$ cat src/rtl/fetch_unit_if.sv
// Handshake bundle between the fetch unit, instruction memory, execute redirect and decode.
// The master modport is the fetch unit; the slave modport is the surrounding pipeline.
interface fetch_unit_if #(
  parameter int IMEM_W = 14
);
  logic [IMEM_W-1:0] imem_addr_o;
  logic [31:0]       imem_rdata_i;
  logic              redirect_valid_i;
  logic [31:0]       redirect_pc_i;
  logic              dec_valid_o;
  logic              dec_ready_i;
  logic [31:0]       dec_inst_o;
  logic [31:0]       dec_pc_o;
  logic              dec_fault_o;

  modport master (
    output imem_addr_o, dec_valid_o, dec_inst_o, dec_pc_o, dec_fault_o,
    input  imem_rdata_i, redirect_valid_i, redirect_pc_i, dec_ready_i
  );

  modport slave (
    input  imem_addr_o, dec_valid_o, dec_inst_o, dec_pc_o, dec_fault_o,
    output imem_rdata_i, redirect_valid_i, redirect_pc_i, dec_ready_i
  );
endinterface

$ cat src/rtl/fetch_unit.sv
// Instruction fetch stage: owns the PC, reads instruction memory combinationally and
// buffers fetched words in a 2-entry queue feeding decode; redirects flush the queue.
module fetch_unit #(
  parameter int          IMEM_W   = 14,
  parameter logic [31:0] RESET_PC = 32'h0000_0000
) (
  input  logic clk_i,
  input  logic rst_ni,
  fetch_unit_if.master bus
);
  localparam logic [31:0] NOP = 32'h0000_0013;

  typedef enum logic {RUN = 1'b0, HALT = 1'b1} state_t;

  state_t      state, state_nxt;
  logic [31:0] pc;
  logic [31:0] q_inst  [2];
  logic [31:0] q_pc    [2];
  logic        q_fault [2];
  logic        rd_ptr, wr_ptr;
  logic [1:0]  count;
  logic        head_valid, misaligned, pop, push;

  assign head_valid = (count != 2'd0);
  assign misaligned = (bus.redirect_pc_i[1:0] != 2'b00);
  assign pop        = head_valid & bus.dec_ready_i;

  // Redirect outranks fetch; a full queue only accepts a new word when the head leaves
  always_comb begin
    state_nxt = state;
    push      = 1'b0;
    if (bus.redirect_valid_i) begin
      state_nxt = misaligned ? HALT : RUN;
    end else if (state == RUN && (count != 2'd2 || pop)) begin
      push = 1'b1;
    end
  end

  always_ff @(posedge clk_i or negedge rst_ni) begin
    if (!rst_ni) begin
      state  <= RUN;
      pc     <= RESET_PC;
      rd_ptr <= 1'b0;
      wr_ptr <= 1'b0;
      count  <= 2'd0;
    end else begin
      state <= state_nxt;
      if (bus.redirect_valid_i) begin
        pc     <= {bus.redirect_pc_i[31:2], 2'b00};
        rd_ptr <= 1'b0;
        wr_ptr <= misaligned;
        count  <= misaligned ? 2'd1 : 2'd0;
      end else begin
        if (push) begin
          pc     <= pc + 32'd4;
          wr_ptr <= ~wr_ptr;
        end
        if (pop) rd_ptr <= ~rd_ptr;
        case ({push, pop})
          2'b10:   count <= count + 2'd1;
          2'b01:   count <= count - 2'd1;
          default: count <= count;
        endcase
      end
    end
  end

  // Queue storage is gated by count, so it needs no reset
  always_ff @(posedge clk_i) begin
    if (bus.redirect_valid_i && misaligned) begin
      q_inst[0]  <= NOP;
      q_pc[0]    <= bus.redirect_pc_i;
      q_fault[0] <= 1'b1;
    end else if (push) begin
      q_inst[wr_ptr]  <= bus.imem_rdata_i;
      q_pc[wr_ptr]    <= pc;
      q_fault[wr_ptr] <= 1'b0;
    end
  end

  assign bus.imem_addr_o = {pc[IMEM_W-1:2], 2'b00};
  assign bus.dec_valid_o = head_valid;
  assign bus.dec_inst_o  = head_valid ? q_inst[rd_ptr]  : NOP;
  assign bus.dec_pc_o    = head_valid ? q_pc[rd_ptr]    : 32'd0;
  assign bus.dec_fault_o = head_valid ? q_fault[rd_ptr] : 1'b0;
endmodule

$ cat src/flat_wrapper.sv
// flat-port wrapper written by rule: the top's interface ports become plain ports
module fetch_unit_flat 
#(
  parameter int          IMEM_W   = 14,
  parameter logic [31:0] RESET_PC = 32'h0000_0000
)
  (clk_i, rst_ni, bus_imem_addr_o, bus_dec_valid_o, bus_dec_inst_o, bus_dec_pc_o, bus_dec_fault_o, bus_imem_rdata_i, bus_redirect_valid_i, bus_redirect_pc_i, bus_dec_ready_i);
  fetch_unit_if #(.IMEM_W(IMEM_W)) bus_i ();
  input  logic clk_i;
  input  logic rst_ni;
  output wire logic [$bits(bus_i.imem_addr_o)-1:0] bus_imem_addr_o;
  output wire logic [$bits(bus_i.dec_valid_o)-1:0] bus_dec_valid_o;
  output wire logic [$bits(bus_i.dec_inst_o)-1:0] bus_dec_inst_o;
  output wire logic [$bits(bus_i.dec_pc_o)-1:0] bus_dec_pc_o;
  output wire logic [$bits(bus_i.dec_fault_o)-1:0] bus_dec_fault_o;
  input wire logic [$bits(bus_i.imem_rdata_i)-1:0] bus_imem_rdata_i;
  input wire logic [$bits(bus_i.redirect_valid_i)-1:0] bus_redirect_valid_i;
  input wire logic [$bits(bus_i.redirect_pc_i)-1:0] bus_redirect_pc_i;
  input wire logic [$bits(bus_i.dec_ready_i)-1:0] bus_dec_ready_i;
  assign bus_imem_addr_o = bus_i.imem_addr_o;
  assign bus_dec_valid_o = bus_i.dec_valid_o;
  assign bus_dec_inst_o = bus_i.dec_inst_o;
  assign bus_dec_pc_o = bus_i.dec_pc_o;
  assign bus_dec_fault_o = bus_i.dec_fault_o;
  assign bus_i.imem_rdata_i = bus_imem_rdata_i;
  assign bus_i.redirect_valid_i = bus_redirect_valid_i;
  assign bus_i.redirect_pc_i = bus_redirect_pc_i;
  assign bus_i.dec_ready_i = bus_dec_ready_i;
  fetch_unit #(.IMEM_W(IMEM_W), .RESET_PC(RESET_PC)) u_core (.clk_i(clk_i), .rst_ni(rst_ni), .bus(bus_i));
endmodule
$ cat config.mk
export PLATFORM = sky130hd
export DESIGN_NAME = fetch_unit_flat
export DESIGN_NICKNAME = d
export VERILOG_FILES = /design/src/rtl/fetch_unit_if.sv /design/src/rtl/fetch_unit.sv /design/src/flat_wrapper.sv
export SDC_FILE = /design/constraint.sdc
export NUM_CORES = 1
export LEC_CHECK = 0
export ABC_CLOCK_PERIOD_IN_PS = 10100
export BUFFER_PORTS_ARGS = -buffer_cell sky130_fd_sc_hd__buf_2
export CAP_MARGIN = 20
export CELL_PAD_IN_SITES_DETAIL_PLACEMENT = 0
export CELL_PAD_IN_SITES_GLOBAL_PLACEMENT = 1
export CORE_AREA = 2 2 132 134
export CTS_BUF_LIST = sky130_fd_sc_hd__clkbuf_8
export DETAILED_ROUTE_END_ITERATION = 10
export DIE_AREA = 0 0 134 136
export PLACE_DENSITY = 0.81
export SETUP_SLACK_MARGIN = 0.5
export SLEW_MARGIN = 25
export SYNTH_ARGS = -nofsm -noshare
export SYNTH_HDL_FRONTEND = slang
export SYNTH_SLANG_ARGS = --single-unit
$ cat constraint.sdc
create_clock -name clk_i -period 10.1 [get_ports clk_i]
set_clock_uncertainty 0.05 [all_clocks]
set_input_delay 2.02 -clock clk_i [delete_from_list [all_inputs] [get_ports clk_i]]
set_output_delay 2.02 -clock clk_i [all_outputs]
set_load 0.005 [all_outputs]
==> qor.yml <==
status: "complete, no violations"
rows: 48
hold_buffers: 0
post-route-util_pct: 52.4
grt_use_total_pct: 18.7
crit_required_ps: 8030
cap_violations: 0
crit_path_start_kind: "register"
cp.arrival_ps: 2440
io_pins: 148
ys_types: 42
wl_met2_um: 8050
place_inst: 933
drive_gt1_share_pct: 29.9
area_growth_syn_to_layout_pct: 15.6
synth_ff_type: "edfxtp_1"
period_needed_ps: 4510
layoutNonFillerInstCount: 967
yosys_warnings: 0
power_w: 0.00148
postSynthCellCount: 608
clkLatencyLatePin_ps: 460
num_vias: 5188
tns_ps: 0
report.final.slew_viol_count: 0
pwr-share-comb_pct: 15.9
ir_drop_uv: 87.0
cp_slowest_stage_delay_ps: 530
antenna_found_initial: 1
finalSetupViolCount: 0
crit_chain: "nor2_4 > buf_4 > inv_1 > nand2_1 > buf_2"
m1WireLength_um: 7450
cts_tree: "built"
dieWidth_um: 134
syn_area_um2: 7650
maxUsedRoutingLayer: "met4"
hp-class: "register to register"
p_per_area_nw_per_um2: 168
grt_pass1_wl_um: 26200
grt.overflow.total: 0
max_clock_freq_mhz: 222
numCtsBuffers: 17
firstDrtPassIters: 4
grt_pass1_vias: 5140
io_buffers: 145
ant_nets: 0
clockBufferDepth: 2
cts_root_buf: "clkbuf_8"
place_congestion: 0.785
cts_sinks: 165
path_clk_slew_ps: 90
nFillCells: 1521
power.switching_w: 0.000420
ys_seq_area_share_pct: 62.5
post_cts_resized: 0
synthArstFlopShare_pct: 21.2
final_hold_viol_count: 0
synth_edf_count: 130
end_kind: "output port"
criticalPathCategory: "register to output port"
relSlewSlack_pct: 32.3
drt_first_iter_violations: 353
vias_per_cell: 5.37
fin_crit_sh_pct: 44.6
route.detailed.wl_per_inst_um: 17.4
p_leak_nw: 3.37
p_sw_share_pct: 28.3
coreArea_um2: 16900
die_area_um2: 18200
multiInputGateArea_um2: 2620
crit_fanout: 45
seqPwrFrac_pct: 55.0
cts_setup_buffers: 0
start_util_pct: 45.3
nets: 796
drc: 0
cts_max_level: 4
avgSynthCellArea_um2: 12.6
ys_ff_latch: 165
grt_start_max_net_pins: 66
seq_area_um2: 4780
pwr-share-clk_pct: 29.1
rsz0062_at_grt: "false"
wirelength_um: 16800
power.internal_w: 0.00106
die_y_um: 136
dr_wl_met3_um: 930
crit_slowest_cell: "buf_4"
tightest_slew_ps: 1020
hpwl_um: 10800
## flip-flops by register name (all words and copies together) (netlist names)
signal / count
u_core.rd_ptr: 1
u_core.count: 2
u_core.q_inst: 64
u_core.q_fault: 2
u_core.wr_ptr: 1
u_core.state: 1
u_core.q_pc: 64
u_core.pc: 30
## power groups by stage
| stage | combinational [W] | sequential [W] | clock, W |
|---|---|---|---|
| final | 0.000236 | 0.000815 | 0.000431 |
| after detailed placement | 0.000240 | 0.000830 | 0 |
| after CTS | 0.000241 | 0.000815 | 0.000443 |
| after floorplan | 0.000153 | 0.000818 | 0 |
| after global placement | 0.000234 | 0.000827 | 0 |
| after global routing | 0.000262 | 0.000821 | 0.000467 |
## per-stage QoR
step | cell area, um2 | hold WS [ps] | setup WS (ps)
finish | 8840 | 541 | 5590
floorplan | 7660 | 492 | 3600
global route | 8830 | 570 | 5370
CTS | 8830 | 542 | 5510
global placement | 8480 | 521 | 5820
detailed placement | 8480 | 532 | 5720
## logic make-up (layout without fill, tap and decap cells)
family / count (synthesis) / in the layout / share of synthesized area, %
AOI/OAI and AO/OA: 56 / 56 / 4.58
muxes: 96 / 96 / 13.1
adders and majority gates: 1 / 1 / 0.164
and+or+nand+nor: 218 / 218 / 14.6
buffers and inverters: 59 / 190 / 3.73
DFF: 165 / 165 / 62.5
other: 1 / 4 / 0.0490
xor gates and xnor gates: 12 / 12 / 1.37
## path summary, 6_finish.rpt
check | from | to | cells past startpoint | slack [ps]
worst min-delay path | u_core.pc[30] | u_core.pc[30] | 2 | 540
max in group asynchronous | rst_ni | u_core.rd_ptr | 1 | 7760
worst max-delay path | u_core.count[0] | bus_dec_inst_o[0] | 5 | 5590
min in group asynchronous | rst_ni | u_core.pc[6] | 1 | 1610
worst min register to register | u_core.pc[30] | u_core.pc[30] | 2 | 540
worst max register to register | u_core.count[1] | u_core.q_pc[1][23] | 4 | 7630
## synthesized netlist by cell type (5+ instances only)
library cell | number | share of area, %
xor2_1 | 7 | 0.80
buf_2 | 9 | 0.59
xnor2_1 | 5 | 0.57
o21ai_0 | 19 | 1.2
dfrtp_1 | 35 | 11
nand4_1 | 11 | 0.90
mux2_2 | 30 | 4.4
buf_4 | 14 | 1.4
nor2_1 | 85 | 4.2
or4_1 | 18 | 1.8
o31ai_1 | 12 | 1.2
nand2_1 | 27 | 1.3
clkbuf_1 | 28 | 1.4
a31oi_1 | 15 | 1.2
edfxtp_1 | 130 | 51
nand3_1 | 16 | 1.0
mux2i_1 | 66 | 8.6
and2_1 | 32 | 2.6
inv_1 | 7 | 0.34
## area by class of cell
type | count | area share [%]
Sequential cell | 165 | 54.1
Multi-Input combinational cell | 385 | 29.7
Timing Repair Buffer | 150 | 8.63
Tap cell | 225 | 3.18
Clock buffer | 17 | 2.65
Clock inverter | 15 | 1.37
Inverter | 8 | 0.340
Antenna cell | 2 | 0.0566
## critical path, delay by kind of cell (launching register included)
family                 cells  cell delay, ps
buffers and inverters      3             870
and+or+nand+nor            2             600
DFF                        1             490
## per-layer routing
metal  global-route usage (%)  vias to the layer above
met3                     4.40                       31
met1                     24.2                     2519
li1                         -                     2460
met5                        0                        -
met4                     7.68                        0
met2                     30.6                      178
## placed cells by master, fill, tap and decap left out, drive strengths merged, types with 13 or more instances in the layout
cell type  count
buf          150
edfxtp       130
nor2          85
mux2i         66
dfrtp         35
and2          32
mux2          30
nand2         27
o21ai         19
or4           19
clkbuf        17
nand3         16
a31oi         15
inv           13
Note: power is estimated with default switching activity, not from simulation.
